--- src/rtl/cell_rmw_initiator.sv ---
// -----------------------------------------------------------------------------
// cell_rmw_initiator
//
// Purpose
//   Request initiator for the 4-bit cell RAM read/write port. It sits between
//   the sketch hash/update logic and the dual-port cell RAM. It accepts one
//   cell operation at a time over a valid/ready handshake:
//     READ     returns the cell value
//     WRITE    stores req_data and returns 0
//     ADD_SAT  adds req_data to the cell, clamps at all-ones, writes the
//              result back and returns it
//   It drives the RAM's multi-cycle request/complete protocol and produces
//   exactly one response pulse per accepted operation.
//
// Configuration
//   RMW_TIMEOUT_EN  When defined, a wait for ram_dout_valid gives up after
//                   TIMEOUT cycles. The op then answers with rsp_err=1 and
//                   rsp_data=0, and an ADD_SAT skips its write phase. When
//                   undefined, the initiator waits for the RAM indefinitely.
//
// Parameters
//   ADDR_W      cell address width
//   DATA_W      cell width
//   DEPTH       number of valid cells; addresses >= DEPTH are rejected
//   GAP_CYCLES  idle cycles after each ram_dout_valid before the next ram_en
//               (a value of 0 is treated as 1)
//   TIMEOUT     wait limit in cycles, used only with RMW_TIMEOUT_EN
//
// Ports
//   clk, rst        clock, synchronous active-high reset
//   req_valid/ready upstream handshake; req_ready is high only while idle
//   req_op          00 READ, 01 WRITE, 10 ADD_SAT, 11 reserved (rejected)
//   req_addr        cell address
//   req_data        write data / addend
//   rsp_valid       one-cycle response pulse
//   rsp_data        READ: cell value, ADD_SAT: new value, WRITE/error: 0
//   rsp_err         qualifies rsp_valid: bad address/op, or a wait timeout
//   ram_en          one-cycle access strobe
//   ram_we          0 read, 1 write; meaningful while ram_en is high
//   ram_addr        held at the request address for the whole op
//   ram_din         write data; held stable while an access is outstanding
//   ram_dout        RAM read data, sampled with ram_dout_valid
//   ram_dout_valid  access-complete pulse (read data or write ack)
// -----------------------------------------------------------------------------
module cell_rmw_initiator #(
    parameter int ADDR_W     = 10,
    parameter int DATA_W     = 4,
    parameter int DEPTH      = 535,
    parameter int GAP_CYCLES = 1,
    parameter int TIMEOUT    = 15
) (
    input  logic              clk,
    input  logic              rst,
    input  logic              req_valid,
    output logic              req_ready,
    input  logic [1:0]        req_op,
    input  logic [ADDR_W-1:0] req_addr,
    input  logic [DATA_W-1:0] req_data,
    output logic              rsp_valid,
    output logic [DATA_W-1:0] rsp_data,
    output logic              rsp_err,
    output logic              ram_en,
    output logic              ram_we,
    output logic [ADDR_W-1:0] ram_addr,
    output logic [DATA_W-1:0] ram_din,
    input  logic [DATA_W-1:0] ram_dout,
    input  logic              ram_dout_valid
);

    localparam logic [1:0] OP_READ  = 2'b00;
    localparam logic [1:0] OP_WRITE = 2'b01;
    localparam logic [1:0] OP_ADD   = 2'b10;
    localparam logic [1:0] OP_RSVD  = 2'b11;

    // One counter serves both the post-completion gap and the wait timeout;
    // the two never run at the same time. It is sized for the larger limit.
    localparam int GAP_LAST = (GAP_CYCLES > 1) ? GAP_CYCLES - 1 : 0;
    localparam int CNT_MAX  = (TIMEOUT > GAP_CYCLES) ? TIMEOUT : GAP_CYCLES;
    localparam int CNT_W    = (CNT_MAX > 1) ? $clog2(CNT_MAX) : 1;
    localparam logic [CNT_W-1:0] GAP_END = CNT_W'(GAP_LAST);
`ifdef RMW_TIMEOUT_EN
    localparam int TO_LAST = (TIMEOUT > 1) ? TIMEOUT - 1 : 0;
    localparam logic [CNT_W-1:0] TO_END = CNT_W'(TO_LAST);
`endif

    // Address bound compared one bit wider so a DEPTH of 2**ADDR_W still works.
    localparam int AW1 = ADDR_W + 1;
    localparam logic [ADDR_W:0] DEPTH_X = AW1'(DEPTH);

    typedef enum logic [3:0] {
        S_IDLE,
        S_CHECK,
        S_RD_ISSUE,
        S_RD_WAIT,
        S_MOD,
        S_WR_ISSUE,
        S_WR_WAIT,
        S_GAP,
        S_RESP
    } state_t;

    state_t            state;
    logic [1:0]        op_q;        // registered request opcode
    logic [DATA_W-1:0] old_q;       // value read back from the cell
    logic              err_q;       // op ends with rsp_err (timeout)
    logic              gap_to_mod;  // after GAP continue to MOD, else RESP
    logic [CNT_W-1:0]  cnt;
    logic              bad_req;

    // Saturating unsigned add: any carry out of DATA_W clamps to all-ones.
    function automatic logic [DATA_W-1:0] sat_add(
        input logic [DATA_W-1:0] a,
        input logic [DATA_W-1:0] b
    );
        logic [DATA_W:0] sum;
        sum = {1'b0, a} + {1'b0, b};
        return sum[DATA_W] ? {DATA_W{1'b1}} : sum[DATA_W-1:0];
    endfunction

    // Response payload for a successful op. For ADD_SAT the saturated
    // result is what was written, so it is still sitting in ram_din.
    function automatic logic [DATA_W-1:0] resp_value(
        input logic [1:0]        op,
        input logic [DATA_W-1:0] rd_val,
        input logic [DATA_W-1:0] wr_val
    );
        case (op)
            OP_READ: return rd_val;
            OP_ADD:  return wr_val;
            default: return '0;
        endcase
    endfunction

    // ram_addr holds the registered request address for the whole op.
    assign bad_req = (op_q == OP_RSVD) || ({1'b0, ram_addr} >= DEPTH_X);

    always_ff @(posedge clk) begin
        if (rst) begin
            state      <= S_IDLE;
            req_ready  <= 1'b1;
            rsp_valid  <= 1'b0;
            rsp_data   <= '0;
            rsp_err    <= 1'b0;
            ram_en     <= 1'b0;
            ram_we     <= 1'b0;
            ram_addr   <= '0;
            ram_din    <= '0;
            op_q       <= '0;
            old_q      <= '0;
            err_q      <= 1'b0;
            gap_to_mod <= 1'b0;
            cnt        <= '0;
        end else begin
            // Strobes and response fields are single-cycle pulses.
            ram_en    <= 1'b0;
            ram_we    <= 1'b0;
            rsp_valid <= 1'b0;
            rsp_data  <= '0;
            rsp_err   <= 1'b0;

            case (state)
                S_IDLE: begin
                    if (req_valid) begin
                        req_ready <= 1'b0;
                        op_q      <= req_op;
                        ram_addr  <= req_addr;
                        ram_din   <= req_data;
                        err_q     <= 1'b0;
                        state     <= S_CHECK;
                    end
                end

                S_CHECK: begin
                    if (bad_req) begin
                        // Rejected without touching the RAM.
                        rsp_valid <= 1'b1;
                        rsp_err   <= 1'b1;
                        state     <= S_RESP;
                    end else if (op_q == OP_WRITE) begin
                        ram_en <= 1'b1;
                        ram_we <= 1'b1;
                        state  <= S_WR_ISSUE;
                    end else begin
                        // READ and the read half of ADD_SAT.
                        ram_en <= 1'b1;
                        state  <= S_RD_ISSUE;
                    end
                end

                S_RD_ISSUE: begin
                    cnt   <= '0;
                    state <= S_RD_WAIT;
                end

                S_RD_WAIT: begin
                    if (ram_dout_valid) begin
                        old_q      <= ram_dout;
                        gap_to_mod <= (op_q == OP_ADD);
                        cnt        <= '0;
                        state      <= S_GAP;
                    end
`ifdef RMW_TIMEOUT_EN
                    else if (cnt == TO_END) begin
                        err_q      <= 1'b1;
                        gap_to_mod <= 1'b0;
                        cnt        <= '0;
                        state      <= S_GAP;
                    end else begin
                        cnt <= cnt + 1'b1;
                    end
`endif
                end

                S_MOD: begin
                    // ram_din still carries the addend from the request.
                    ram_din <= sat_add(old_q, ram_din);
                    ram_en  <= 1'b1;
                    ram_we  <= 1'b1;
                    state   <= S_WR_ISSUE;
                end

                S_WR_ISSUE: begin
                    cnt   <= '0;
                    state <= S_WR_WAIT;
                end

                S_WR_WAIT: begin
                    if (ram_dout_valid) begin
                        gap_to_mod <= 1'b0;
                        cnt        <= '0;
                        state      <= S_GAP;
                    end
`ifdef RMW_TIMEOUT_EN
                    else if (cnt == TO_END) begin
                        err_q      <= 1'b1;
                        gap_to_mod <= 1'b0;
                        cnt        <= '0;
                        state      <= S_GAP;
                    end else begin
                        cnt <= cnt + 1'b1;
                    end
`endif
                end

                // Idle window after every RAM completion; the RAM is busy
                // for a cycle after ram_dout_valid and must not see ram_en.
                S_GAP: begin
                    if (cnt == GAP_END) begin
                        cnt <= '0;
                        if (gap_to_mod) begin
                            state <= S_MOD;
                        end else begin
                            rsp_valid <= 1'b1;
                            rsp_err   <= err_q;
                            rsp_data  <= err_q ? '0 : resp_value(op_q, old_q, ram_din);
                            state     <= S_RESP;
                        end
                    end else begin
                        cnt <= cnt + 1'b1;
                    end
                end

                S_RESP: begin
                    req_ready <= 1'b1;
                    state     <= S_IDLE;
                end

                default: begin
                    req_ready <= 1'b1;
                    state     <= S_IDLE;
                end
            endcase
        end
    end

endmodule

--- config.mk ---
export PLATFORM = sky130hd
export DESIGN_NAME = cell_rmw_initiator
export DESIGN_NICKNAME = d
export VERILOG_FILES = /design/src/rtl/cell_rmw_initiator.sv
export SDC_FILE = /design/constraint.sdc
export NUM_CORES = 1
export LEC_CHECK = 0
export CAP_MARGIN = 10
export CORE_UTILIZATION = 40
export CTS_CLUSTER_DIAMETER = 50
export DETAILED_ROUTE_END_ITERATION = 16
export PLACE_DENSITY_LB_ADDON = 0.08
export SLEW_MARGIN = 20
export SYNTH_ARGS = -nofsm -noshare
export SYNTH_HDL_FRONTEND = slang
export SYNTH_SLANG_ARGS = --single-unit
--- constraint.sdc ---
create_clock -name clk -period 1.9 [get_ports clk]
set_input_delay 0.285 -clock clk [delete_from_list [all_inputs] [get_ports clk]]
set_output_delay 0.285 -clock clk [all_outputs]
set_load 0.02 [all_outputs]
==> metrics.txt, run 1 <==
# TYPE chip_impl_metric gauge
chip_impl_info{name="run_status",value="finished clean"} 1
chip_impl_metric{name="syn_avg_cell_area",unit="sq um"} 8.39
chip_impl_metric{name="setup_total_negative_slack",unit="ns"} 0
chip_impl_metric{name="tightestPinTransition",unit="ns"} 0.573
chip_impl_metric{name="drt_iter0_markers",unit=""} 165
chip_impl_metric{name="post-synth-top-area-fraction",unit="%"} 41.6
chip_impl_metric{name="final_antenna_net_count",unit=""} 0
chip_impl_metric{name="detail_route.drc_violations",unit=""} 0
chip_impl_metric{name="grt-ovfl-total",unit=""} 0
chip_impl_metric{name="n_fill_cell",unit=""} 411
chip_impl_info{name="reg_to_reg_start",value="old_q[0]$_SDFFE_PP0P_"} 1
chip_impl_metric{name="worst_slew_margin_rel",unit="%"} 61.3
chip_impl_info{name="largest_cells_by_area_after_synthesis",value="dfxtp_1 42%, nand2_1 7.8%, a21oi_1 6.6%"} 1
chip_impl_metric{name="vias",unit=""} 1700
chip_impl_metric{name="worstHoldPathCells",unit=""} 2
chip_impl_metric{name="clk_pin_slew",unit="ns"} 0.07
chip_impl_metric{name="floorplan.initialDensity",unit="%"} 41.7
chip_impl_metric{name="reg2regPathDepth",unit=""} 8
chip_impl_metric{name="multi_input_area",unit="sq um"} 987
chip_impl_metric{name="pin_count",unit=""} 47
chip_impl_info{name="reg2reg_to",value="ram_din[1]$_SDFFE_PP0P_"} 1
chip_impl_metric{name="routed_wire_length_per_instance",unit="microns"} 13.3
chip_impl_metric{name="cts.path.max_buffers",unit=""} 2
chip_impl_info{name="hold_path_startpoint",value="req_ready$_SDFFE_PP1P_"} 1
chip_impl_metric{name="vias_per_cell",unit=""} 5.21
chip_impl_metric{name="min_period",unit="ns"} 1.71
chip_impl_metric{name="synth_enable_flop_cells",unit=""} 0
chip_impl_metric{name="static_leakage",unit="nW"} 0.972
chip_impl_metric{name="syn_nets",unit=""} 249
chip_impl_metric{name="final-setup-viol-count",unit=""} 0
chip_impl_metric{name="placementRows",unit=""} 24
chip_impl_metric{name="worst_skew_pair.late_latency",unit="ns"} 0.28
chip_impl_metric{name="max-vdd-ir-drop",unit="mV"} 0.667
chip_impl_info{name="grt_setup_unrepaired",value="false"} 1
chip_impl_metric{name="holdBufCountCts",unit=""} 0
chip_impl_metric{name="timing.final.crit_share",unit="%"} 90.2
chip_impl_metric{name="max-cap-violations",unit=""} 0
chip_impl_metric{name="cts.sinks",unit=""} 38
chip_impl_info{name="crit_path_end_kind",value="register"} 1
chip_impl_metric{name="synthArstFlopShare",unit="%"} 0
chip_impl_metric{name="timing.hold.ws",unit="ns"} 0.464
chip_impl_metric{name="detailed_place_hpwl",unit="mm"} 3.15
chip_impl_metric{name="finClkSkew",unit="ns"} 0.00431
chip_impl_info{name="cts_tree",value="built"} 1
chip_impl_metric{name="first_pass_iters",unit=""} 5
chip_impl_metric{name="grt_pass1_vias",unit=""} 1656
chip_impl_metric{name="tritoncts.num_buffers",unit=""} 5
chip_impl_metric{name="regArea",unit="sq um"} 763
chip_impl_info{name="top_reg_cell_synth",value="dfxtp_1"} 1
chip_impl_metric{name="die_h",unit="microns"} 69.6
chip_impl_metric{name="initial_antenna_violation_count",unit=""} 0
chip_impl_metric{name="ys_warn_count",unit=""} 0
chip_impl_metric{name="postCtsSetupRepairBufs",unit=""} 0
chip_impl_metric{name="fin_util",unit="%"} 57.1
chip_impl_info{name="worstSetupStartpointType",value="register"} 1
chip_impl_metric{name="syn-instance-count",unit=""} 218
chip_impl_metric{name="routabilityCongestion",unit=""} 0.858
chip_impl_info{name="synthDominantAreaCellType",value="dfxtp_1"} 1
chip_impl_metric{name="floorplan.die.width",unit="microns"} 69.6
chip_impl_metric{name="cp_data_arrival_time",unit="ns"} 1.93
chip_impl_metric{name="syn-cell-area",unit="sq mm"} 0.00183
chip_impl_metric{name="critPathMaxFanout",unit=""} 3
chip_impl_metric{name="portBuffers",unit=""} 46
chip_impl_metric{name="cts_htree_levels",unit=""} 2
chip_impl_info{name="cts_root_buffer",value="clkbuf_8"} 1
chip_impl_metric{name="fmax",unit="MHz"} 584
chip_impl_metric{name="cts.repair.resized",unit=""} 0
chip_impl_metric{name="layout.nets",unit=""} 306
chip_impl_metric{name="synthDistinctLibCells",unit=""} 43
chip_impl_metric{name="share_of_cells_above_drive_strength_1",unit="%"} 12.0
chip_impl_metric{name="yosysSeqAreaShare",unit="%"} 41.6
chip_impl_metric{name="syn_to_final_growth",unit="%"} 37.0
chip_impl_metric{name="grt_max_degree",unit=""} 30
chip_impl_metric{name="dieArea",unit="sq mm"} 0.00484
chip_impl_info{name="setup.worst_path.class",value="reg2reg"} 1
chip_impl_metric{name="grt_usage",unit="%"} 19.5
chip_impl_metric{name="wl",unit="mm"} 4.34
chip_impl_metric{name="power.density",unit="mW/mm^2"} 1150
chip_impl_info{name="worst_hold_end",value="req_ready$_SDFFE_PP1P_"} 1
chip_impl_metric{name="critPathRequiredTime",unit="ns"} 2.12
chip_impl_metric{name="finalHoldViolCount",unit=""} 0
chip_impl_metric{name="grt_first_pass_wirelength",unit="mm"} 7.66
chip_impl_metric{name="core-area",unit="sq mm"} 0.00438
chip_impl_metric{name="synth-seq-cells",unit=""} 38
chip_impl_info{name="hold_path.class",value="reg2reg"} 1
chip_impl_metric{name="antenna_cells_inserted",unit=""} 0
chip_impl_metric{name="timing.reg2reg.setup_slack",unit="ns"} 0.19
chip_impl_metric{name="finalMaxSlewViolations",unit=""} 0
-- cells by family (layout without fill, tap and decap cells) --
logic type	after synthesis	after routing	share of synthesized area (%)
multiplexers	9	9	5.00
flip-flops	38	38	41.6
AO/OA/AOI/OAI	52	52	18.5
AND/OR/NAND/NOR	88	88	22.9
adder cells (fa/ha/maj)	7	7	5.20
XOR/XNOR	5	5	2.40
buffers and inverters	19	75	4.38
-- critical path, cell delays in order (launching register included) --
cell     delay, ns
dfxtp_2       0.35
ha_1          0.16
inv_1         0.05
fa_1          0.41
nor2b_1       0.11
o21ai_0       0.09
and2_1        0.17
a21o_1        0.18
a21oi_1       0.12
-- placed cells by master, fill, tap and decap left out, types with 2 or more instances in the layout --
cell type / n
xor2_1: 2
xnor2_1: 3
nor3_1: 5
buf_4: 16
nand3_1: 4
o221ai_1: 2
nor3b_1: 5
o21ai_0: 8
a21oi_1: 24
mux2i_1: 8
nor4_1: 2
a31oi_1: 2
ha_1: 6
dfxtp_2: 2
a21o_1: 3
a21boi_0: 2
clkdlybuf4s50_1: 46
inv_1: 7
nor2b_1: 2
clkbuf_8: 6
nand2_1: 38
o31ai_1: 2
nand2b_1: 3
dfxtp_1: 36
nor2_1: 21
-- synthesized netlist by cell type, types with 2 or more instances --
master / n
a21boi_0: 2
a21o_1: 3
a21oi_1: 24
a31oi_1: 2
clkbuf_1: 10
dfxtp_1: 38
ha_1: 6
inv_1: 7
mux2i_1: 8
nand2_1: 38
nand2b_1: 3
nand3_1: 4
nor2_1: 21
nor2b_1: 2
nor3_1: 5
nor3b_1: 5
nor4_1: 2
o21ai_0: 8
o221ai_1: 2
o31ai_1: 2
xnor2_1: 3
xor2_1: 2
-- worst max path at each step --
stage	cells after the start	startpoint	slack, ns	endpoint
after floorplan	8	ram_din[0]$_SDFFE_PP0P_	0.11	ram_din[1]$_SDFFE_PP0P_
after global placement	6	ram_dout_valid	0.13	cnt[2]$_SDFFE_PP0P_
after detailed placement	6	ram_dout_valid	0.12	cnt[0]$_SDFFE_PP0P_
after CTS	8	old_q[0]$_SDFFE_PP0P_	0.14	ram_din[1]$_SDFFE_PP0P_
after global routing	8	old_q[0]$_SDFFE_PP0P_	0.04	ram_din[1]$_SDFFE_PP0P_
final	8	old_q[0]$_SDFFE_PP0P_	0.19	ram_din[1]$_SDFFE_PP0P_
-- sequential cells by signal, indices dropped and copies added (netlist names) --
signal / count
op_q: 2
ram_we: 1
cnt: 4
gap_to_mod: 1
ram_addr: 10
rsp_valid: 1
old_q: 4
rsp_err: 1
ram_en: 1
ram_din: 4
state: 4
rsp_data: 4
req_ready: 1
-- per-layer routing --
layer  part of all wire [%]  GRT usage [%]  vias to the layer above
met4                   0.67           6.80                        0
met1                     52           28.0                      789
met5                      0              0                        -
li1                       -              -                      868
met2                     43           28.7                       39
met3                    4.1           4.07                        4
-- where the power goes --
group          leakage (nW)  switching [W]  internal (W)
clock network        0.0431       0.000257      0.000280
registers             0.311       0.000147      0.000937
logic                 0.618       0.000655      0.000605
-- metrics by stage --
| stage | cells | power (W) | setup WS, ns | instance area [sq um] |
|---|---|---|---|---|
| after floorplan | 218 | 0.00187 | 0.113 | 1830 |
| after global placement | 320 | 0.00236 | 0.128 | 2420 |
| after detailed placement | 320 | 0.00235 | 0.120 | 2420 |
| after CTS | 326 | 0.00290 | 0.137 | 2500 |
| after global routing | 326 | 0.00310 | 0.0379 | 2500 |
| final | 326 | 0.00288 | 0.186 | 2500 |
-- layout make-up --
| class | count | share of cell area (%) |
|---|---|---|
| multi-input cells | 161 | 39.4 |
| repair buffers | 62 | 23.2 |
| well taps | 52 | 2.60 |
| clock buffers | 6 | 3.30 |
| inverters | 7 | 1.05 |
| flip-flops and latches | 38 | 30.5 |
Note: power is estimated with default switching activity, not from simulation.
==> inputs of run 2 (changes only) <==
Settings changed: REMOVE_ABC_BUFFERS set to 1.
==> metrics.txt, run 2 (same netlist as run 1, synthesis figures left out) <==
# TYPE chip_impl_metric gauge
chip_impl_info{name="run_status",value="finished clean"} 1
chip_impl_metric{name="finalHoldViolCount",unit=""} 0
chip_impl_metric{name="critPathMaxFanout",unit=""} 8
chip_impl_metric{name="cts.sinks",unit=""} 38
chip_impl_metric{name="tightestPinTransition",unit="ns"} 0.435
chip_impl_metric{name="portBuffers",unit=""} 46
chip_impl_metric{name="power.density",unit="mW/mm^2"} 1150
chip_impl_info{name="worstSetupStartpointType",value="register"} 1
chip_impl_metric{name="timing.reg2reg.setup_slack",unit="ns"} 0.10
chip_impl_metric{name="clk_pin_slew",unit="ns"} 0.07
chip_impl_metric{name="max-vdd-ir-drop",unit="mV"} 0.579
chip_impl_metric{name="finalMaxSlewViolations",unit=""} 0
chip_impl_metric{name="grt_usage",unit="%"} 19.1
chip_impl_metric{name="floorplan.initialDensity",unit="%"} 41.7
chip_impl_info{name="regMostFlops",value="ram_addr"} 1
chip_impl_metric{name="cts.repair.resized",unit=""} 0
chip_impl_metric{name="antenna_cells_inserted",unit=""} 0
chip_impl_metric{name="timing.final.crit_share",unit="%"} 94.6
chip_impl_metric{name="cts_htree_levels",unit=""} 2
chip_impl_metric{name="first_pass_iters",unit=""} 4
chip_impl_metric{name="placementRows",unit=""} 24
chip_impl_metric{name="drt_iter0_markers",unit=""} 75
chip_impl_metric{name="layout.nets",unit=""} 308
chip_impl_info{name="mostFrequentLayoutCells",value="46 x clkdlybuf4s50_1, 38 x nand2_1, 37 x dfxtp_1"} 1
chip_impl_metric{name="tritoncts.num_buffers",unit=""} 5
chip_impl_metric{name="worst_slew_margin_rel",unit="%"} 70.8
chip_impl_info{name="mostFrequentLayoutCell",value="clkdlybuf4s50_1"} 1
chip_impl_metric{name="min_period",unit="ns"} 1.80
chip_impl_metric{name="static_leakage",unit="nW"} 0.988
chip_impl_metric{name="fin_cells",unit=""} 330
chip_impl_metric{name="dp.cells",unit=""} 322
chip_impl_metric{name="holdBufCountCts",unit=""} 0
chip_impl_metric{name="share_of_cells_above_drive_strength_1",unit="%"} 12.6
chip_impl_metric{name="detailed_place_hpwl",unit="mm"} 3.17
chip_impl_metric{name="grt_pass1_vias",unit=""} 1604
chip_impl_metric{name="initial_antenna_violation_count",unit=""} 0
chip_impl_metric{name="grt_max_degree",unit=""} 25
chip_impl_metric{name="cp_data_arrival_time",unit="ns"} 2.02
chip_impl_info{name="setup.worst_path.class",value="reg2reg"} 1
chip_impl_info{name="crit_path_end_kind",value="register"} 1
chip_impl_metric{name="core-area",unit="sq mm"} 0.00438
chip_impl_metric{name="syn_to_final_growth",unit="%"} 38.3
chip_impl_metric{name="timing.hold.ws",unit="ns"} 0.460
chip_impl_metric{name="floorplan.die.width",unit="microns"} 69.6
chip_impl_metric{name="max-cap-violations",unit=""} 0
chip_impl_metric{name="n_fill_cell",unit=""} 438
chip_impl_metric{name="largest_register_ff_count",unit=""} 10
chip_impl_metric{name="cts.path.max_buffers",unit=""} 2
chip_impl_metric{name="grt_first_pass_wirelength",unit="mm"} 7.29
chip_impl_metric{name="finClkSkew",unit="ns"} 0.00613
chip_impl_metric{name="worst_skew_pair.late_latency",unit="ns"} 0.29
chip_impl_metric{name="vias",unit=""} 1656
chip_impl_info{name="hold_path.class",value="reg2reg"} 1
chip_impl_metric{name="detail_route.drc_violations",unit=""} 0
chip_impl_info{name="cts_root_buffer",value="clkbuf_8"} 1
chip_impl_info{name="cts_tree",value="built"} 1
chip_impl_metric{name="vias_per_cell",unit=""} 5.02
chip_impl_metric{name="routed_wire_length_per_instance",unit="microns"} 13.0
chip_impl_metric{name="routabilityCongestion",unit=""} 0.847
chip_impl_info{name="grt_setup_unrepaired",value="false"} 1
chip_impl_metric{name="setup_total_negative_slack",unit="ns"} 0
chip_impl_metric{name="die_h",unit="microns"} 69.6
chip_impl_metric{name="fmax",unit="MHz"} 556
chip_impl_metric{name="pin_count",unit=""} 47
chip_impl_metric{name="final_antenna_net_count",unit=""} 0
chip_impl_metric{name="final-setup-viol-count",unit=""} 0
chip_impl_metric{name="postCtsSetupRepairBufs",unit=""} 0
chip_impl_metric{name="critPathRequiredTime",unit="ns"} 2.12
chip_impl_metric{name="dieArea",unit="sq mm"} 0.00484
chip_impl_metric{name="grt-ovfl-total",unit=""} 0
chip_impl_metric{name="wl",unit="mm"} 4.31
-- run 2: cell types whose count changed in the layout (fill, tap and decap cells not counted) --
cell and change:
buf_4 +2, clkbuf_1 +1, clkinv_2 +1, dfxtp_1 +1
dfxtp_2 -1
-- run 2: layer usage --
metal	global-route usage [%]	wire length (microns)	vias up
met4	5.67	48	0
met1	26.0	2140	736
met2	29.1	1870	44
li1	-	-	871
met3	5.52	240	5
met5	0	0	-
-- run 2: through the flow --
step	instance area [sq um]	util [%]	setup slack [ns]	total power, W
3_5_place_dp	2430	55.5	0.0955	0.00235
3_3_place_gp	2430	55.5	0.109	0.00236
6_report	2530	57.6	0.102	0.00291
5_1_grt	2530	57.6	0.00610	0.00312
4_1_cts	2530	57.6	0.0999	0.00293
2_1_floorplan	1770	-	0.114	0.00181
-- run 2: worst max-delay path: stages (launching register included) --
cell,delay (ns)
dfxtp_1,0.37
or4b_4,0.60
a311oi_4,0.33
nand3b_2,0.15
a21oi_2,0.16
o21bai_2,0.12
-- run 2: path summary, 6_finish.rpt --
| kind | cells past startpoint | endpoint | startpoint |
|---|---|---|---|
| setup reg to reg | 5 | state[2]$_SDFFE_PP0P_ | state[1]$_SDFFE_PP0P_ |
| hold reg to reg | 2 | req_ready$_SDFFE_PP1P_ | req_ready$_SDFFE_PP1P_ |
| setup / recovery | 5 | state[2]$_SDFFE_PP0P_ | state[1]$_SDFFE_PP0P_ |
| hold / removal | 2 | req_ready$_SDFFE_PP1P_ | req_ready$_SDFFE_PP1P_ |
-- run 2: cell type report --
class	instances	area (sq um)	area share (%)
flip-flops and latches	38	762	30.1
clock inverters	1	5.00	0.198
well taps	52	65.1	2.57
clock buffers	7	86.3	3.42
multi-input cells	161	987	39.1
repair buffers	64	596	23.6
inverters	7	26.3	1.04
-- run 2: where the power goes --
| part | leakage (nW) | internal (W) | switching (W) |
|---|---|---|---|
| clock network | 0.0482 | 0.000293 | 0.000279 |
| registers | 0.310 | 0.000936 | 0.000143 |
| logic | 0.630 | 0.000608 | 0.000648 |
